$ cat src/rtl/busy_stall_gen.sv
// Stall-pattern generator for the SoC busy input: LFSR-drawn hold segments with saturating perf counters.
// Optional BSG_SEED_LOAD_EN adds seed_load/seed_in for reseeding the LFSR at run time.
module busy_stall_gen #(
    parameter int unsigned       LFSR_W   = 16,
    parameter logic [LFSR_W-1:0] SEED     = 16'hACE1,
    parameter int unsigned       HOLD_MIN = 5,
    parameter int unsigned       HOLD_MAX = 10,
    parameter int unsigned       CNT_W    = 64
) (
    input  logic              clk,
    input  logic              rst,
    input  logic              en,
    input  logic [6:0]        prob_pct,
    input  logic              clr_stats,
`ifdef BSG_SEED_LOAD_EN
    input  logic              seed_load,
    input  logic [LFSR_W-1:0] seed_in,
`endif
    output logic              busy,
    output logic              seg_done,
    output logic [CNT_W-1:0]  busy_cycles,
    output logic [CNT_W-1:0]  total_cycles
);

    typedef enum logic [1:0] {
        ST_IDLE,
        ST_DRAW,
        ST_HOLD
    } state_t;

    localparam logic [LFSR_W-1:0] POLY_MASK = LFSR_W'(16'hB400);
    // An all-zero Galois LFSR never leaves zero, so a zero seed becomes 1.
    localparam logic [LFSR_W-1:0] SEED_SAFE = (SEED == '0) ? LFSR_W'(1) : SEED;
    localparam int unsigned       HOLD_SPAN = HOLD_MAX - HOLD_MIN + 1;
    localparam logic [CNT_W-1:0]  CNT_ONE   = CNT_W'(1);

    state_t            state_q, state_d;
    logic [LFSR_W-1:0] lfsr_q, lfsr_d, lfsr_step;
    logic [7:0]        hold_cnt_q, hold_cnt_d;
    logic              busy_q, busy_d;
    logic              seg_done_q, seg_done_d;
    logic [CNT_W-1:0]  busy_cnt_q, busy_cnt_d;
    logic [CNT_W-1:0]  total_cnt_q, total_cnt_d;
    logic [6:0]        pct_draw;
    logic [7:0]        hold_len;

    // Both draws come from the LFSR value that DRAW is about to commit.
    always_comb begin
        lfsr_step = (lfsr_q >> 1) ^ (lfsr_q[0] ? POLY_MASK : '0);
        pct_draw  = 7'((14'(lfsr_step[6:0]) * 14'd100) >> 7);
        hold_len  = 8'(HOLD_MIN) + 8'(32'(lfsr_step[15:8]) % HOLD_SPAN);
    end

    always_comb begin
        // NOTE: every _d signal gets a default first, so no path through this block can infer a latch.
        state_d    = state_q;
        lfsr_d     = lfsr_q;
        hold_cnt_d = hold_cnt_q;
        busy_d     = busy_q;
        seg_done_d = 1'b0;

        if (!en) begin
            state_d    = ST_IDLE;
            busy_d     = 1'b0;
            hold_cnt_d = 8'd0;
        end else begin
            case (state_q)
                ST_IDLE: begin
                    state_d = ST_DRAW;
                    busy_d  = 1'b0;
                end
                ST_DRAW: begin
                    lfsr_d     = lfsr_step;
                    busy_d     = (pct_draw < prob_pct);
                    hold_cnt_d = hold_len - 8'd1;
                    seg_done_d = (hold_len == 8'd1);
                    state_d    = ST_HOLD;
                end
                ST_HOLD: begin
                    if (hold_cnt_q == 8'd0) begin
                        state_d = ST_DRAW;
                    end else begin
                        hold_cnt_d = hold_cnt_q - 8'd1;
                        // seg_done is registered, so it is raised on the edge entering the last HOLD cycle.
                        seg_done_d = (hold_cnt_q == 8'd1);
                    end
                end
                default: begin
                    state_d    = ST_IDLE;
                    busy_d     = 1'b0;
                    hold_cnt_d = 8'd0;
                end
            endcase
        end

`ifdef BSG_SEED_LOAD_EN
        if (seed_load) begin
            lfsr_d     = (seed_in == '0) ? LFSR_W'(1) : seed_in;
            state_d    = ST_DRAW;
            busy_d     = 1'b0;
            hold_cnt_d = 8'd0;
            seg_done_d = 1'b0;
        end
`endif

        busy_cnt_d  = busy_cnt_q;
        total_cnt_d = total_cnt_q;
        if (clr_stats) begin
            busy_cnt_d  = '0;
            total_cnt_d = '0;
        end else if (en) begin
            if (total_cnt_q != '1) total_cnt_d = total_cnt_q + CNT_ONE;
            if (busy_q && (busy_cnt_q != '1)) busy_cnt_d = busy_cnt_q + CNT_ONE;
        end
    end

    // NOTE: sequential state uses non-blocking assignments so every flop samples pre-edge values.
    always_ff @(posedge clk or posedge rst) begin
        if (rst) begin
            state_q     <= ST_IDLE;
            lfsr_q      <= SEED_SAFE;
            hold_cnt_q  <= 8'd0;
            busy_q      <= 1'b0;
            seg_done_q  <= 1'b0;
            busy_cnt_q  <= '0;
            total_cnt_q <= '0;
        end else begin
            state_q     <= state_d;
            lfsr_q      <= lfsr_d;
            hold_cnt_q  <= hold_cnt_d;
            busy_q      <= busy_d;
            seg_done_q  <= seg_done_d;
            busy_cnt_q  <= busy_cnt_d;
            total_cnt_q <= total_cnt_d;
        end
    end

    assign busy         = busy_q;
    assign seg_done     = seg_done_q;
    assign busy_cycles  = busy_cnt_q;
    assign total_cycles = total_cnt_q;

endmodule

$ cat config.mk
export PLATFORM = sky130hd
export DESIGN_NAME = busy_stall_gen
export DESIGN_NICKNAME = d
export VERILOG_FILES = /design/src/rtl/busy_stall_gen.sv
export SDC_FILE = /design/constraint.sdc
export NUM_CORES = 1
export LEC_CHECK = 0
export BUFFER_PORTS_ARGS = -buffer_cell sky130_fd_sc_hd__buf_2
export CAP_MARGIN = 20
export CORE_MARGIN = 1.5
export CORE_UTILIZATION = 40
export CTS_CLUSTER_DIAMETER = 80
export DETAILED_ROUTE_END_ITERATION = 12
export MAX_ROUTING_LAYER = met4
export PLACE_DENSITY = 0.64
export REMOVE_ABC_BUFFERS = 1
export SETUP_SLACK_MARGIN = 0.2
export SLEW_MARGIN = 10
export SYNTH_ARGS = -nofsm -noshare
export SYNTH_HDL_FRONTEND = slang
export SYNTH_SLANG_ARGS = --single-unit
$ cat constraint.sdc
create_clock -name clk -period 7.15 [get_ports clk]
set_clock_uncertainty 0.1 [all_clocks]
set_input_delay 1.0725 -clock clk [delete_from_list [all_inputs] [get_ports clk]]
set_output_delay 1.0725 -clock clk [all_outputs]
set_load 0.005 [all_outputs]
; ---- Word level (Yosys, flattened, before mapping)
; Index checks and enable logic that the tools add are counted.
[totals]
in_bits = 11
reg_bits = 156
elab_cells = 54
[op_classes]
bitwise = 1
multipliers = 1
n_lt_le_gt_ge = 1
div = 1
add_sub_neg = 5
eq_ne = 10
reduce_logical = 10
n_mux = 18
[ops]
columns = cell, n
row1 = two-way mux 64 bit, 6
row2 = adder 64 x 1 -> 64 bit (second input constant), 2
row3 = inequality test 64 bit (second input constant), 2
row4 = modulo 8 x 3 -> 32 bit (second input constant), 1
row5 = one-hot mux 8 bit (3 select lines), 1
row6 = == test 8 x 1 -> 1 bit (second input constant), 2
row7 = two-way mux 16 bit, 1
row8 = two-way mux 8 bit, 2
row9 = subtractor 8 x 1 -> 8 bit (second input constant), 2
row10 = bitwise XOR 15 x 16 -> 16 bit, 1
row11 = multiplier 7 x 5 -> 12 bit (second input constant), 1
row12 = adder 3 x 8 -> 8 bit (first input constant), 1
row13 = logical NOT 8 bit, 1
row14 = AND reduction 2 bit, 4
row15 = < comparator 7 bit, 1
row16 = inequality test 3 bit (second input constant), 2
row17 = one-hot mux 2 bit (3 select lines), 1
row18 = nonzero test 2 bit, 3
row19 = two-way mux 2 bit, 2
row20 = inequality test 2 bit (second input constant), 2
row21 = one-hot mux 1 bit (2 select lines), 2
row22 = two-way mux 1 bit, 3
row23 = == test 2 x 1 -> 1 bit (second input constant), 1
row24 = == test 2 bit (second input constant), 1
row25 = other kinds (2), 2

; ---- Longest topological paths before layout
[depth]
depth_word = 7
depth_mapped = 19
depth_no_buf = 17

; ---- Least setup slack after synthesis
; OpenSTA, ideal clock, no wires.
[synth_path]
path_kind = register -> register
from = register lfsr_q[15]
to = register hold_cnt_q[7]
path_buffers = 3
required_ns = 6.920
synth_period_minus_slack_ns = 4.194
path_slack_ns = 2.956
t_arrival_ns = 3.964
path_stages_with_launch = 19
cell_sequence = dfstp_2 -> buf_2 -> clkbuf_1 -> ha_1 -> and4bb_2 -> o211ai_1 -> nand2_1 -> clkbuf_1 -> o21a_1 -> o21ai_0 -> a21o_1 -> ha_1 -> o21ai_0 -> o41ai_1 -> a221oi_2 -> or3_1 -> mux2_4 -> a211oi_2 -> o31ai_2
[synth_via]
elab_chain_cells = 6
[synth_lines]
columns = element, line
row1 = from (decl), 38  ; logic [LFSR_W-1:0] lfsr_q, lfsr_d, lfsr_step;
row2 = from (signal assigned), 129  ; lfsr_q <= lfsr_d;
row3 = bitwise XOR 15 x 16 -> 16 bit, 49  ; lfsr_step = (lfsr_q >> 1) ^ (lfsr_q[0] ? POLY_MASK : '0);
row4 = modulo 8 x 3 -> 32 bit, 51  ; hold_len = 8'(HOLD_MIN) + 8'(32'(lfsr_step[15:8]) % HOLD_SPAN);
row5 = adder 3 x 8 -> 8 bit, 51
row6 = subtractor 8 x 1 -> 8 bit, 75  ; hold_cnt_d = hold_len - 8'd1;
row7 = one-hot mux 8 bit (3 select lines), 67  ; case (state_q)
row8 = two-way mux 8 bit, 62  ; if (!en) begin
row9 = to (signal assigned), 130  ; hold_cnt_q <= hold_cnt_d;
row10 = to (decl), 39  ; logic [7:0] hold_cnt_q, hold_cnt_d;
; No other way between the ends.
; A chain may end at the register's enable or synchronous reset.

; ---- Final worst setup path
[layout_path]
from = register lfsr_q[0]
to = register hold_cnt_q[7]
[layout_via]
elab_chain_cells = 7
[layout_lines]
columns = element, line
row1 = two-way mux 16 bit, 49
row2 = bitwise XOR 15 x 16 -> 16 bit, 49
row3 = modulo 8 x 3 -> 32 bit, 51
row4 = adder 3 x 8 -> 8 bit, 51
row5 = subtractor 8 x 1 -> 8 bit, 75
row6 = one-hot mux 8 bit (3 select lines), 67
row7 = two-way mux 8 bit, 62
; No other way between the ends.

==> impl_metrics.csv <==
group,metric,value,unit
layout,mostFrequentLayoutCells,"nor2_1, dfrtp_1, buf_2, nand2_1, xor2_1",
clock_tree,cts_tree,"done",
routing,drt_iter0_drc,599,
yosys,synth.avg_cell_area,8.99,um2
floorplanning,die-area,25100,um2
routing,dr_total_vias,8118,
layout,design_area,11300,um2
yosys,yosysUniqueCellTypes,82,
clock_tree,clock-root-buffer,"clkbuf_16",
sta,worstMarginPinSlew,915,ps
floorplanning,ios,141,
layout,antennaDiodeCount,0,
grt,grt.overflow.total,0,
yosys,synth_cells,1076,
grt,grt_pass1_vias,7492,
floorplanning,die_h,159,um
floorplanning,core_area,23600,um2
clock_tree,cts_buffers,17,
setup_path,path_buf_inv,0,
setup_path,worst-path-max-fanout,19,
yosys,yosysSeqAreaShare,40.4,%
routing,via_per_inst,5.29,
routing,wl_per_cell,14.7,um
routing,first_pass_iters,5,
place,dp_hpwl,16300,um
yosys,ys_async_sr_fraction,100,%
yosys,ys_seq_elements,156,
place,gp_congestion,0.852,
job,drv_cap,0,
setup_path,critical_path.max_stage_delay,790,ps
setup_path,path_class,"reg2reg",
sta,final-setup-viol-count,0,
sta,hold_viol_final,0,
clock_tree,htree_levels,4,
setup_path,cp_slowest_cell,"dfstp_2",
sta,finalCritPeriodShare,65.8,%
routing,routed_wl,22600,um
grt,gr-usage-all-layers,18.8,%
setup_path,r2r_setup_slack,2450,ps
setup_path,worstPathCellList,"ha_1, and3b_1, a31oi_4, nand2_1, nand2_1, o22ai_1, a21o_1, ha_1, o21ai_0, o41ai_1, a221oi_2, or3_1, mux2_4, a211oi_2, o31ai_2",
layout,nNetsFinal,1260,
routing,route.detailed.drc,0,
grt,grt_max_degree,89,
setup_path,critPathLaunchType,"register",
yosys,netlist_area,9680,um2
clock_tree,clk_latency,420,ps
min_path,min_path_type,"reg2reg",
floorplanning,rows,56,
setup_path,critPathTopFamily,"compound AO/OA/AOI/OAI gates",
yosys,synth-edff-count,0,
layout,layout_commonest_cell,"nor2_1",
grt,antenna_found_initial,0,
sta,grt_setup_unrepaired,"false",
sta,fin_crit,4700,ps
power,p_leak,5.26,nW
layout,drive_above_1_share,17.4,%
clock_tree,clk_pin_slew_worst_paths,60,ps
setup_path,arrival,4900,ps
clock_tree,clockBufferDepth,2,
floorplanning,start_util,41.0,%
sta,relSlewSlack,39.0,%
grt,grt_pass1_wl,37500,um
sta,holdWs,381,ps
outcome,status,"completed",
place,portBuffers,140,
power,vdd_ir_drop_max,0.225,mV
clock_tree,hold_buffers,0,
clock_tree,post_cts_buffers,0,
power,power_density,345,nW/um2
routing,ant_nets,0,
floorplanning,die_x,159,um
place,place_area,10700,um2
setup_path,worstPathRequired,7340,ps
sta,slew_violations,0,
clock_tree,cts.sinks,156,
sta,setup_tns,0,ps
clock_tree,cts_resized,0,
sta,timing.fmax,213,MHz
setup_path,end_kind,"register",
yosys,ys_warn_count,0,
yosys,synth_flop_cell,"dfrtp_1",
layout,area_growth,16.4,%
-- synthesized netlist by cell type, drive strengths merged, types with 23 or more instances --
cell type | count | area share, %
nor2 | 165 | 6.4
dfrtp | 148 | 38
nand2 | 91 | 3.5
xor2 | 83 | 7.8
o21ai | 55 | 2.8
nand3 | 51 | 2.6
xnor2 | 51 | 4.6
inv | 49 | 1.9
ha | 43 | 5.6
nand4 | 39 | 2.5
a21oi | 38 | 2.0
clkbuf | 26 | 1.0
nor3 | 23 | 1.2
-- metrics by stage --
step	setup WS (ps)	power [W]	cells	utilization (%)
6_report	2450	0.00388	1535	47.7
5_1_grt	2080	0.00420	1535	47.7
4_1_cts	2500	0.00391	1535	47.7
3_5_place_dp	2520	0.00296	1504	45.1
3_3_place_gp	2570	0.00294	1504	45.1
2_1_floorplan	1780	0.00258	1043	-
-- power breakdown --
| part | switching (W) | internal, W |
|---|---|---|
| Sequential | 0.000110 | 0.000956 |
| Combinational | 0.00110 | 0.000792 |
| Clock | 0.000402 | 0.000528 |
| Total | 0.00161 | 0.00228 |
-- area by class of cell --
cell class	count	area [um2]
clock buffer	17	425
clock inverter	14	176
fill	2259	12400
inverter	49	189
multi-input combinational	838	5440
sequential	156	3910
tap	319	399
timing repair buffer	142	718
-- state kept, by name, summed over array words and instances (netlist names) --
register / flops
state_q: 2
lfsr_q: 16
busy: 1
hold_cnt_q: 8
busy_cycles: 64
seg_done: 1
total_cycles: 64
-- worst register-to-register path, stage by stage, from the launching register on --
cell	delay (ps)
dfstp_2	790
ha_1	290
and3b_1	370
a31oi_4	320
nand2_1	230
nand2_1	160
o22ai_1	90
a21o_1	210
ha_1	340
o21ai_0	200
o41ai_1	110
a221oi_2	470
or3_1	240
mux2_4	320
a211oi_2	250
o31ai_2	80
-- cell families after synthesis --
group / share of synthesized area, %
simple gates: 25.1
mux: 1.51
xor+xnor: 12.4
buf+inv: 3.36
compound gates: 11.1
flops: 40.4
fa+ha+maj: 6.08
-- per-layer routing --
metal / up-vias / track usage (%) / part of all wire (%)
met4: 0 / 5.03 / 1.3
li1: 4036 / - / -
met1: 3907 / 25.2 / 48
met5: - / - / 0
met3: 19 / 3.40 / 4.0
met2: 156 / 29.4 / 47
-- worst paths after layout --
check / depth (start not counted) / to / from
worst max register to register: 15 / hold_cnt_q[7]$_DFFE_PP0P_ / lfsr_q[0]$_DFFE_PP1P_
worst max-delay path: 15 / hold_cnt_q[7]$_DFFE_PP0P_ / lfsr_q[0]$_DFFE_PP1P_
worst min-delay path: 2 / lfsr_q[8]$_DFFE_PP0P_ / lfsr_q[8]$_DFFE_PP0P_
worst min register to register: 2 / lfsr_q[8]$_DFFE_PP0P_ / lfsr_q[8]$_DFFE_PP0P_
max in group asynchronous: 3 / lfsr_q[9]$_DFFE_PP0P_ / rst
min in group asynchronous: 2 / total_cycles[10]$_DFFE_PP0P_ / rst
Power figures use the tool's default switching activity.
